File: src/rtl/div_const_pkg.sv
// Shared constants, helpers and controller state encoding for the
// iterative divide-by-constant datapath.
//   W          dividend / quotient width
//   DIVISOR    constant divisor the step slice is generated for
//   rem_w()    remainder width for a given divisor
//   step_legal() legality of a bits-per-cycle choice
//   state_t    controller states
package div_const_pkg;

  localparam int unsigned W       = 64;
  localparam int unsigned DIVISOR = 23;

  // Remainder is always < divisor, so clog2(divisor) bits hold it.
  function automatic int unsigned rem_w(input int unsigned divisor);
    return $clog2(divisor);
  endfunction

  // Bits-per-cycle must be a small power of two that tiles the dividend.
  function automatic bit step_legal(input int unsigned w, input int unsigned step);
    return ((step == 1) || (step == 2) || (step == 4) || (step == 8)) &&
           ((w % step) == 0);
  endfunction

  typedef enum logic [1:0] {
    ST_IDLE = 2'd0,
    ST_RUN  = 2'd1,
    ST_DONE = 2'd2
  } state_t;

endpackage

File: src/rtl/div23_step.sv
// Combinational remainder-update slice for division by a constant.
// Consumes STEP dividend bits (MSB first) against the running remainder and
// produces STEP quotient bits plus the updated remainder.
// Ports:
//   rem       in   REM_W  running remainder, always < DIVISOR
//   chunk     in   STEP   next dividend bits, MSB first
//   digit     out  STEP   quotient bits for this chunk
//   rem_next  out  REM_W  remainder after consuming chunk
module div23_step #(
  parameter  int unsigned DIVISOR = div_const_pkg::DIVISOR,
  parameter  int unsigned STEP    = 1,
  localparam int unsigned REM_W   = div_const_pkg::rem_w(DIVISOR)
) (
  input  logic [REM_W-1:0] rem,
  input  logic [STEP-1:0]  chunk,
  output logic [STEP-1:0]  digit,
  output logic [REM_W-1:0] rem_next
);

  localparam int unsigned TW = REM_W + 1;

  logic [REM_W-1:0] w_r;
  logic [TW-1:0]    w_t;

  // Restoring division unrolled over the chunk. Each partial value is below
  // 2*DIVISOR, so a single conditional subtract yields the digit; the whole
  // slice collapses to one function of REM_W+STEP inputs.
  always_comb begin
    w_r   = rem;
    w_t   = '0;
    digit = '0;
    for (int i = int'(STEP) - 1; i >= 0; i--) begin
      w_t = {w_r, chunk[i]};
      if (w_t >= TW'(DIVISOR)) begin
        digit[i] = 1'b1;
        w_r      = REM_W'(w_t - TW'(DIVISOR));
      end else begin
        // Below DIVISOR, so the top bit is zero.
        w_r = w_t[REM_W-1:0];
      end
    end
    rem_next = w_r;
  end

endmodule

File: src/rtl/div23_seq.sv
// Iterative unsigned divide-by-constant controller. Shifts the dividend
// through a single remainder-update slice STEP bits per cycle; the quotient
// shifts into the same register the dividend leaves.
// Ports:
//   clk            in   1      clock, rising edge
//   rst            in   1      synchronous active-high reset
//   in_valid       in   1      dividend offered
//   in_ready       out  1      dividend can be accepted this cycle
//   in_dividend    in   W      unsigned dividend
//   out_valid      out  1      result held on out_quotient/out_remainder
//   out_ready      in   1      consumer takes result
//   out_quotient   out  W      floor(dividend / DIVISOR)
//   out_remainder  out  REM_W  dividend mod DIVISOR
//   busy           out  1      iteration in progress
module div23_seq #(
  parameter  int unsigned W       = div_const_pkg::W,
  parameter  int unsigned DIVISOR = div_const_pkg::DIVISOR,
  parameter  int unsigned STEP    = 1,
  localparam int unsigned REM_W   = div_const_pkg::rem_w(DIVISOR)
) (
  input  logic             clk,
  input  logic             rst,
  input  logic             in_valid,
  output logic             in_ready,
  input  logic [W-1:0]     in_dividend,
  output logic             out_valid,
  input  logic             out_ready,
  output logic [W-1:0]     out_quotient,
  output logic [REM_W-1:0] out_remainder,
  output logic             busy
);

  import div_const_pkg::*;

  localparam int unsigned NSTEPS = W / STEP;
  localparam int unsigned CNT_W  = (NSTEPS > 1) ? $clog2(NSTEPS) : 1;

  // Reject chunk sizes that do not tile the dividend.
  if (!step_legal(W, STEP)) begin : g_bad_step
    $error("div23_seq: STEP=%0d is not legal for W=%0d", STEP, W);
  end

  state_t           r_state;
  state_t           w_state_next;
  logic [W-1:0]     r_shreg;
  logic [REM_W-1:0] r_rem;
  logic [CNT_W-1:0] r_cnt;

  logic             w_load;
  logic             w_step;
  logic [STEP-1:0]  w_chunk;
  logic [STEP-1:0]  w_digit;
  logic [REM_W-1:0] w_rem_next;

  assign w_chunk = r_shreg[W-1 -: STEP];

  div23_step #(
    .DIVISOR (DIVISOR),
    .STEP    (STEP)
  ) u_step (
    .rem      (r_rem),
    .chunk    (w_chunk),
    .digit    (w_digit),
    .rem_next (w_rem_next)
  );

  // State register.
  always_ff @(posedge clk) begin
    if (rst) begin
      r_state <= ST_IDLE;
    end else begin
      r_state <= w_state_next;
    end
  end

  // Next state plus load/step strobes for the datapath.
  always_comb begin
    w_state_next = r_state;
    w_load       = 1'b0;
    w_step       = 1'b0;
    unique case (r_state)
      ST_IDLE: begin
        if (in_valid) begin
          w_load       = 1'b1;
          w_state_next = ST_RUN;
        end
      end
      ST_RUN: begin
        w_step = 1'b1;
        if (r_cnt == '0) begin
          w_state_next = ST_DONE;
        end
      end
      ST_DONE: begin
        // Retiring and accepting in the same cycle keeps back-to-back
        // operations free of an idle bubble.
        if (out_ready) begin
          w_load       = in_valid;
          w_state_next = in_valid ? ST_RUN : ST_IDLE;
        end
      end
      default: begin
        w_state_next = ST_IDLE;
      end
    endcase
  end

  // Shared dividend/quotient shifter, running remainder and step counter.
  always_ff @(posedge clk) begin
    if (rst) begin
      r_shreg <= '0;
      r_rem   <= '0;
      r_cnt   <= '0;
    end else if (w_load) begin
      r_shreg <= in_dividend;
      r_rem   <= '0;
      r_cnt   <= CNT_W'(NSTEPS - 1);
    end else if (w_step) begin
      r_shreg <= {r_shreg[W-STEP-1:0], w_digit};
      r_rem   <= w_rem_next;
      r_cnt   <= r_cnt - CNT_W'(1);
    end
  end

  // Handshake and status decode from the state register; in_ready also
  // looks at out_ready while a result is waiting.
  assign in_ready      = (r_state == ST_IDLE) || ((r_state == ST_DONE) && out_ready);
  assign out_valid     = (r_state == ST_DONE);
  assign busy          = (r_state == ST_RUN);
  assign out_quotient  = r_shreg;
  assign out_remainder = r_rem;

  // Remainder must stay a proper residue.
  a_rem_range : assert property (@(posedge clk) disable iff (rst)
    {1'b0, r_rem} < (REM_W + 1)'(DIVISOR));

  // A stalled result must not move.
  a_hold_stable : assert property (@(posedge clk) disable iff (rst)
    (out_valid && !out_ready) |=> ($stable(out_quotient) && $stable(out_remainder)));

endmodule

File: config.mk
export PLATFORM = sky130hd
export DESIGN_NAME = div23_seq
export DESIGN_NICKNAME = d
export VERILOG_FILES = /design/src/rtl/div_const_pkg.sv /design/src/rtl/div23_step.sv /design/src/rtl/div23_seq.sv
export SDC_FILE = /design/constraint.sdc
export NUM_CORES = 1
export LEC_CHECK = 0
export ABC_CLOCK_PERIOD_IN_PS = 4080
export CORE_ASPECT_RATIO = 0.8
export CORE_MARGIN = 2
export CORE_UTILIZATION = 45
export DETAILED_ROUTE_END_ITERATION = 12
export PLACE_DENSITY = 0.85
export RECOVER_POWER = 25
export SLEW_MARGIN = 10
export SYNTH_ARGS = -nofsm -noshare
export SYNTH_HDL_FRONTEND = slang
export SYNTH_SLANG_ARGS = --single-unit
File: constraint.sdc
create_clock -name clk -period 4.08 [get_ports clk]
set_input_delay 1.02 -clock clk [delete_from_list [all_inputs] [get_ports clk]]
set_output_delay 1.02 -clock clk [all_outputs]
set_load 0.1 [all_outputs]
==> results of run 1 <==
==> tightest hold or removal path, stage by stage, from the launching register on <==
cell     delay (ns)
dfxtp_1        0.32
nand2_1        0.06
a21oi_1        0.05
==> cells in the mapped netlist (all sizes together), types with 4 or more instances <==
cell    number
a21oi       74
a22oi       64
buf         25
clkbuf      10
dfxtp       77
inv          5
nand2       67
nor2         7
o21ai        4
==> layout by cell type, fill, tap and decap left out, types with 2 or more instances in the layout <==
| cell type | count |
|---|---|
| a22oi_1 | 64 |
| nand2_1 | 66 |
| buf_4 | 5 |
| nand4b_1 | 2 |
| or4_1 | 2 |
| nor2_1 | 7 |
| a21oi_1 | 72 |
| a31oi_1 | 3 |
| dfxtp_1 | 77 |
| xor2_1 | 2 |
| nand2b_1 | 2 |
| a221oi_1 | 2 |
| a211oi_1 | 2 |
| a2111oi_0 | 2 |
| clkbuf_8 | 11 |
| clkdlybuf4s50_1 | 136 |
| inv_1 | 4 |
| clkinvlp_4 | 4 |
| ha_1 | 3 |
| nand3_1 | 2 |
| nor3_1 | 3 |
| o21ai_0 | 4 |
==> power groups by stage <==
stage / logic [mW] / registers [mW] / clock network [mW]
after detailed placement: 0.799 / 0.885 / 0
after floorplan: 0.225 / 1.25 / 0
after global placement: 0.791 / 0.882 / 0
after global routing: 0.836 / 0.879 / 0.579
after CTS: 0.802 / 0.868 / 0.540
final: 0.797 / 0.869 / 0.527
==> logic make-up (layout without fill, tap and decap cells) <==
kind of cell	after synthesis	after routing	synth area share [%]
compound gates	155	155	30.7
xor+xnor	2	2	0.543
fa+ha+maj	3	3	1.16
buf+inv	40	164	6.79
flops	77	77	47.8
mux	1	1	0.310
simple gates	93	93	12.7
==> final timing paths <==
path	from	slack [ns]	cells after the start	endpoint
hold / removal	out_quotient[7]	0.47	2	out_quotient[7]
hold reg to reg	out_quotient[7]	0.47	2	out_quotient[7]
setup / recovery	r_state[1]	0.99	3	out_valid
setup reg to reg	r_state[1]	1.76	6	out_quotient[60]
==> per-stage QoR <==
| step | instances | util (%) | setup WS, ns |
|---|---|---|---|
| 6_report | 582 | 68.5 | 0.994 |
| 5_1_grt | 582 | 68.5 | 0.905 |
| 4_1_cts | 582 | 68.7 | 0.975 |
| 3_5_place_dp | 566 | 66.0 | 1.04 |
| 3_3_place_gp | 566 | 66.0 | 1.09 |
| 2_1_floorplan | 371 | - | 0.524 |
==> area by class of cell <==
type / count / share of cell area, %
well taps: 87 / 2.30
flip-flops and latches: 77 / 32.5
repair buffers: 143 / 30.0
multi-input cells: 254 / 30.8
inverters: 5 / 0.449
clock buffers: 11 / 3.19
clock inverters: 5 / 0.739
==> state kept, by name, summed over array words and instances (netlist names) <==
register,cells
out_quotient,64
out_remainder,5
r_cnt,6
r_state,2
==> routing by layer <==
metal	part of all wire [%]	track usage, %
met5	0	0
met3	7.6	7.53
met1	45	29.0
met4	1.4	7.40
met2	45	35.4
==> flow_metrics.env, run 1 <==
export IMPL_status="finished, violations left"
export IMPL_violations="capacitance limit, slew limit"
export IMPL_cts_reportedPaths_clkPinSlew_ns=0.08
export IMPL_clockRootBuffer="clkbuf_8"
export IMPL_power_share_clock_pct=24.0
export IMPL_wl_per_cell_um=15.1
export IMPL_worst_path_max_fanout=4
export IMPL_first_global_vias=3048
export IMPL_power_density_nw_per_um2=463
export IMPL_power_static_leakage_nw=1.66
export IMPL_dr_first_iter_drc_count=191
export IMPL_timing_max_slew_rel_slack_pct=-42.4
export IMPL_cp_num_buf_inv=2
export IMPL_drt_pass1_iterations=5
export IMPL_core_rowCount=27
export IMPL_finalClockSkew_ns=0.0101
export IMPL_layout_worst_path_cycle_share_pct=75.6
export IMPL_diodes=0
export IMPL_syn_num_nets=442
export IMPL_route_detailed_drc=0
export IMPL_ys_seq_area_share_pct=47.8
export IMPL_via_count=3229
export IMPL_critical_path_max_stage_delay_ns=1.15
export IMPL_period_minus_slack_ns=3.09
export IMPL_gpl_final_weighted_congestion=0.743
export IMPL_fin_tns_setup_ns=0
export IMPL_yosys_register_bits=77
export IMPL_first_pass_grt_wire_length_um=14400
export IMPL_fin_worst_hold_slack_ns=0.474
export IMPL_route_detailed_vias_per_inst=5.55
export IMPL_irDropWorstVdd_uv=249
export IMPL_drt_wl_total_um=8760
export IMPL_area_used_by_multi_input_combinational_logic_um2=1460
export IMPL_timing_max_transition_violations_final=52
export IMPL_worst_skew_pair_latency_ns=0.34
export IMPL_cp_arrival_ns=2.07
export IMPL_synth_top_cell_by_area="dfxtp_1"
export IMPL_asyncSetResetFlopFracSynth_pct=0
export IMPL_critPathTopFamily="buffers and inverters"
export IMPL_synth_avg_cell_area_um2=8.69
export IMPL_tritoncts="yes"
export IMPL_pin_count_of_the_biggest_net_entering_global_routing=80
export IMPL_slowest_stage="clkdlybuf4s50_1"
export IMPL_detailedPlacementHpwl_um=5680
export IMPL_post_cts_setup_buffers=0
export IMPL_die_height_um=79.7
export IMPL_switching_power_uw=908
export IMPL_layout_overhead_on_the_synthesized_area_pct=47.0
export IMPL_io_pins=140
export IMPL_post_layout_total_power_mw=2.19
export IMPL_ys_flop_type="dfxtp_1"
export IMPL_n_fill_cell=556
export IMPL_swShare_pct=41.4
export IMPL_fmax_achieved_ghz=0.324
export IMPL_route_antenna_remaining_nets=0
export IMPL_ratio_of_cells_with_drive_above_1_in_the_final_layout_pct=5.86
export IMPL_worst_case_clock_buffer_depth=2
export IMPL_synth_cell_area_um2=3220
export IMPL_final_setup_viol_count=0
export IMPL_synth_cell_type_count=39
export IMPL_seq_area_um2=1540
export IMPL_internal_power_mw=1.29
export IMPL_post_synth_main_area_contributors="dfxtp_1 (48%), a22oi_1 (15%), a21oi_1 (11%), nand2_1 (7.7%), buf_4 (1.9%)"
export IMPL_netlist_instances=371
export IMPL_power_sequential_fraction_pct=39.6
export IMPL_global_route_overflow_total=0
export IMPL_grt_util_all_layers_pct=22.4
export IMPL_clock_tree_htree_level_count=3
export IMPL_holdCritPathClass="register to register"
export IMPL_postCtsResizedCells=0
export IMPL_finalNetCount=561
export IMPL_worstPathCellList="inv_1 > nor2_1 > clkdlybuf4s50_1"
export IMPL_synth_top_cell_area_share_pct=47.8
export IMPL_clock_buffer_count_from_cts=9
export IMPL_timing_critical_path_required_ns=3.06
export IMPL_synth_edff_count=0
export IMPL_setup_worst_path_start_class="register"
export IMPL_endpoint_class_of_the_critical_path="primary output"
export IMPL_floorplan_die_area_um2=7860
export IMPL_grt_setup_unrepaired="false"
export IMPL_holdBufCountCts=0
export IMPL_cap_viol_max_count=1
export IMPL_stdcell_area_um2=4740
export IMPL_post_dp_cell_area_um2=4570
export IMPL_starting_density_of_the_core_pct=46.6
export IMPL_timing_worst_slew_pin_value_ns=2.14
export IMPL_combPwrFrac_pct=36.3
export IMPL_port_buffers=139
export IMPL_initial_antenna_violation_count=0
export IMPL_cts_num_sinks=77
export IMPL_yosys_warnings=0
export IMPL_crit_type="register to primary output"
export IMPL_number_of_hold_violations_in_the_final_report=0
export IMPL_floorplan_die_width_um=98.6
export IMPL_floorplan_core_area_um2=6930
Note: power is estimated with default switching activity, not from simulation.
==> run 2: changes to the inputs <==
ABC_CLOCK_PERIOD_IN_PS = 3150   (was 4080)
CORE_UTILIZATION = 42   (was 45)
PLACE_DENSITY = 0.8   (was 0.85)
clock period = 3.15 ns   (was 4.08 ns; I/O delays follow)
==> flow_metrics.env, run 2 (synthesized netlist as in run 1, its figures left out) <==
export IMPL_endpoint_class_of_the_critical_path="primary output"
export IMPL_final_setup_viol_count=0
export IMPL_ratio_of_cells_with_drive_above_1_in_the_final_layout_pct=14.5
export IMPL_most_common_library_cell_in_the_layout_ignoring_fill_and_taps="dfxtp_1"
export IMPL_floorplan_die_width_um=102
export IMPL_fin_worst_hold_slack_ns=0.475
export IMPL_power_density_nw_per_um2=627
export IMPL_core_rowCount=28
export IMPL_critical_r2r_launch="r_state[0]"
export IMPL_period_minus_slack_ns=2.65
export IMPL_post_dp_cell_area_um2=4450
export IMPL_holdCritPathClass="register to register"
export IMPL_worst_skew_pair_latency_ns=0.34
export IMPL_postLayoutCoreUtil_pct=60.8
export IMPL_floorplan_core_area_um2=7430
export IMPL_n_fill_cell=706
export IMPL_route_antenna_remaining_nets=0
export IMPL_cap_viol_max_count=0
export IMPL_floorplan_die_area_um2=8400
export IMPL_worst_r2r_endpoint="r_cnt[5]"
export IMPL_drt_pass1_iterations=4
export IMPL_worstPathCellList="dlygate4sd3_1 > inv_1 > a21oi_1 > buf_12"
export IMPL_register_to_register_setup_slack_ns=1.14
export IMPL_dr_first_iter_drc_count=184
export IMPL_crit_type="primary input to primary output"
export IMPL_holdBufCountCts=0
export IMPL_starting_density_of_the_core_pct=43.4
export IMPL_worst_path_max_fanout=2
export IMPL_first_global_vias=2871
export IMPL_drt_wl_total_um=8910
export IMPL_detailedPlacementHpwl_um=6000
export IMPL_setup_worst_path_start_class="primary input"
export IMPL_timing_max_slew_rel_slack_pct=20.5
export IMPL_tritoncts="yes"
export IMPL_post_cts_setup_buffers=0
export IMPL_stdcell_area_um2=4520
export IMPL_io_pins=140
export IMPL_wl_per_cell_um=14.8
export IMPL_cp_arrival_ns=1.86
export IMPL_holdCritStartpoint="out_quotient[28]"
export IMPL_pin_count_of_the_biggest_net_entering_global_routing=52
export IMPL_timing_critical_path_required_ns=2.36
export IMPL_timing_max_transition_violations_final=0
export IMPL_grt_util_all_layers_pct=20.8
export IMPL_die_height_um=82.4
export IMPL_finalClockSkew_ns=0.00615
export IMPL_post_layout_total_power_mw=2.83
export IMPL_cts_reportedPaths_clkPinSlew_ns=0.08
export IMPL_fmax_achieved_ghz=0.378
export IMPL_irDropWorstVdd_uv=303
export IMPL_postCtsResizedCells=0
export IMPL_grt_setup_unrepaired="false"
export IMPL_diodes=0
export IMPL_fin_tns_setup_ns=0
export IMPL_number_of_hold_violations_in_the_final_report=0
export IMPL_hold_path_endpoint="out_quotient[28]"
export IMPL_power_static_leakage_nw=1.69
export IMPL_clock_tree_htree_level_count=3
export IMPL_slowest_stage="dlygate4sd3_1"
export IMPL_route_detailed_drc=0
export IMPL_holdPathStages=2
export IMPL_layout_worst_path_cycle_share_pct=84.1
export IMPL_gpl_final_weighted_congestion=0.768
export IMPL_global_route_overflow_total=0
export IMPL_clockRootBuffer="clkbuf_8"
export IMPL_clock_buffer_count_from_cts=9
export IMPL_ff2ff_path_depth=6
export IMPL_first_pass_grt_wire_length_um=13800
export IMPL_timing_worst_slew_pin_value_ns=1.20
export IMPL_status="finished, final reports clean"
export IMPL_largest_reg_flops=64
export IMPL_port_buffers=139
export IMPL_route_detailed_vias_per_inst=5.34
export IMPL_layout_overhead_on_the_synthesized_area_pct=40.1
export IMPL_layout_cells_most_common_list="dfxtp_1 (77), a21oi_1 (72), nand2_1 (66)"
export IMPL_critical_path_max_stage_delay_ns=0.56
export IMPL_initial_antenna_violation_count=0
export IMPL_finalNetCount=564
export IMPL_via_count=3222
export IMPL_cts_num_sinks=77
export IMPL_worst_case_clock_buffer_depth=2
[run 2: cell types whose count changed in the layout (fill, tap and decap cells not counted), sizes merged]
cell / change
dlygate4sd3: +1
bufinv: +1
clkbuf: +30
clkinvlp: -3
buf: +41
clkdlybuf4s50: -71
clkinv: +4
[run 2: critical path: cells and delay by family]
family,cells,cell delay (ns)
AOI/OAI and AO/OA,1,0.24
buffers and inverters,3,0.83
[run 2: power by group]
group	switching [mW]	leakage (nW)	internal [mW]
Combinational	0.749	0.960	0.236
Sequential	0.0730	0.633	1.05
Clock	0.356	0.0987	0.361
Total	1.18	1.69	1.65
[run 2: cell type report]
cell class,instances,area [um2],share of cell area [%]
Timing Repair Buffer,146,1160,25.7
Tap cell,105,131,2.91
Multi-Input combinational cell,254,1470,32.6
Clock buffer,9,124,2.74
Inverter,5,21.3,0.471
Sequential cell,77,1540,34.1
Clock inverter,7,66.3,1.47
[run 2: worst max-delay path by stage]
| stage | startpoint | to | cells after the start |
|---|---|---|---|
| final | out_ready | in_ready | 4 |
| after global routing | out_ready | in_ready | 4 |
| after CTS | out_ready | in_ready | 4 |
| after detailed placement | out_ready | in_ready | 4 |
| after global placement | out_ready | in_ready | 4 |
| after floorplan | out_ready | in_ready | 2 |
[run 2: through the flow]
stage	worst slack [ns]	cells
after global routing	0.491	603
final	0.502	603
after CTS	0.584	603
after floorplan	0.0585	371
after global placement	0.605	587
after detailed placement	0.591	587
[run 2: routing by layer]
metal  track usage (%)  routed length [um]  share of wire, %
met3              6.90                 729               8.2
met2              31.6                4040                45
met4              6.13                  59              0.66
met5                 0                   0                 0
met1              28.4                4080                46
==> patch: new RTL, settings of run 1 <==
Set the package constant `W` to 128 (it was 64).
--- a/src/rtl/div_const_pkg.sv
+++ b/src/rtl/div_const_pkg.sv
@@ -7,7 +7,7 @@
 //   state_t    controller states
 package div_const_pkg;
 
-  localparam int unsigned W       = 64;
+  localparam int unsigned W       = 128;
   localparam int unsigned DIVISOR = 23;
 
   // Remainder is always < divisor, so clog2(divisor) bits hold it.
Ports: changed (resized in_dividend and out_quotient); port bits go from 140 to 268. No check against the original RTL was run, so the function may have changed too.
==> patch against run 1 <==
  * The run still ends with capacitance limit, slew limit left
  * Design area increased by 87%
  * Clock power increased to 2.7 times the old value
  * Area after synthesis increased by 78%
  * Clock skew about the same
  * Sequential cell count increased by 65
  * Power increased by 100%
  * Global-route usage increased by 2.3 points
  * Register-to-register slack got worse by 1.1 ns
  * Wire length increased by 100%
  * Critical path depth increased by 3
  * Worst setup slack got worse by 0.29 ns
  * Critical path type is now flip-flop to flip-flop
  * Largest power group unchanged
==> patch: results (changes against run 1) <==
| Metric | Value |
|---|---|
| Status | finished with violations (unchanged) |
| M2 GR Usage | 0.3960 (was 0.3537) |
| Clock transition at the registers of the reported paths | 0.06 ns (was 0.08 ns) |
| Cts bufs inserted | 17 (was 9) |
| Hold_ws | 0.4675 ns (was 0.4741 ns) |
| Critical Path Max Stage Delay | 1.26 ns (was 1.15 ns) |
| Register area share after synthesis | 0.4942 (was 0.4781) |
| GPL Wtd Cong | 0.8033 (was 0.7430) |
| Met1 Wirelength | 6.924 mm (was 3.986 mm) |
| GRT met1 Usage | 0.2999 (was 0.2899) |
| IO buf count | 267 (was 139) |
| Met3 Use GR | 0.1111 (was 0.07531) |
| Top cells by count, synth | dfxtp_1 (142), a21oi_1 (137), nand2_1 (132) (was dfxtp_1 (77), a21oi_1 (72), nand2_1 (66)) |
| Area after detailed placement | 8371 um^2 (was 4568 um^2) |
| Vias in the first global route | 5365 (was 3048) |
| Max reg flops | 128 (was 64) |
| DP HPWL | 11.46 mm (was 5.679 mm) |
| Share of layout cells above drive strength 1 | 0.05205 (was 0.05859) |
| Area share of the largest cell type after synthesis | 0.4942 (was 0.4781) |
| Dpl ws | 0.8897 ns (was 1.045 ns) |
| Crit path DAT | 3.61 ns (was 2.07 ns) |
| Detailed Routing Iterations Pass 1 | 7 (was 5) |
| Routed len/inst | 16.39 um (was 15.05 um) |
| Drt total wl | 17.61 mm (was 8.761 mm) |
| Later-pin clock latency in the skew report | 0.41 ns (was 0.34 ns) |
| Clock skew | 0.01001 ns (was 0.01009 ns) |
| Clock root buffer | clkbuf_16 (was clkbuf_8) |
| Pins Over Slew Limit | 162 (was 52) |
| Worst Hold Path EP | out_quotient[56] (was out_quotient[7]) |
| Via Count | 5913 (was 3229) |
| Worst Max-Slew Pin Slew | 1.672 ns (was 2.137 ns) |
| Worst setup path endpoint | r_cnt[4] (was out_valid) |
| MaxCap Viol Count | 2 (was 1) |
| Routed length on met2 | 8.551 mm (was 3.980 mm) |
| Syn Area/Cell | 8.702 um^2 (was 8.691 um^2) |
| Setup slack, reg-to-reg | 0.70 ns (was 1.76 ns) |
| Syn Nets | 795 (was 442) |
| H-tree Lvls | 4 (was 3) |
| Slowest stage cell, crit path | clkbuf_2 (was clkdlybuf4s50_1) |
| All-Layer GR Usage | 0.2468 (was 0.2241) |
| Violated checks | capacitance limit, slew limit (unchanged) |
| CP Max Fanout | 77 (was 4) |
| Crit Path Class | flip-flop to flip-flop (was flip-flop to primary output) |
| Fmax | 0.2962 GHz (was 0.3240 GHz) |
| Nets | 1024 (was 561) |
| Met3 wire length | 1.831 mm (was 668 um) |
-- patch: logic make-up after synthesis --
family                   after synthesis  synth area share
AO/OA/AOI/OAI                        281            0.3100
XOR/XNOR                               4          0.006092
adder cells (fa/ha/maj)                2          0.004350
buffers and inverters                 67           0.06483
flip-flops                           142            0.4942
multiplexers                           1          0.001740
AND/OR/NAND/NOR                      164            0.1188
-- patch: tightest hold or removal path, cell delays in order, from the launching register on --
cell     delay, ns
dfxtp_1       0.32
nand2_1       0.05
a21oi_1       0.05
-- patch: final cells by class --
class                   count  area [um^2]
clock inverters            12        88.84
fillers                  1019         3467
well taps                 171        214.0
inverters                   4        17.52
multi-input cells         452         2526
repair buffers            273         2729
clock buffers              20        456.7
flip-flops and latches    142         2843
-- patch: power by group --
group	switching (mW)	total (mW)	leakage, nW	internal (mW)
clock	0.598	1.41	0.247	0.811
sequential	0.0973	1.60	1.17	1.50
combinational	1.08	1.48	1.69	0.399
total	1.77	4.49	3.11	2.71
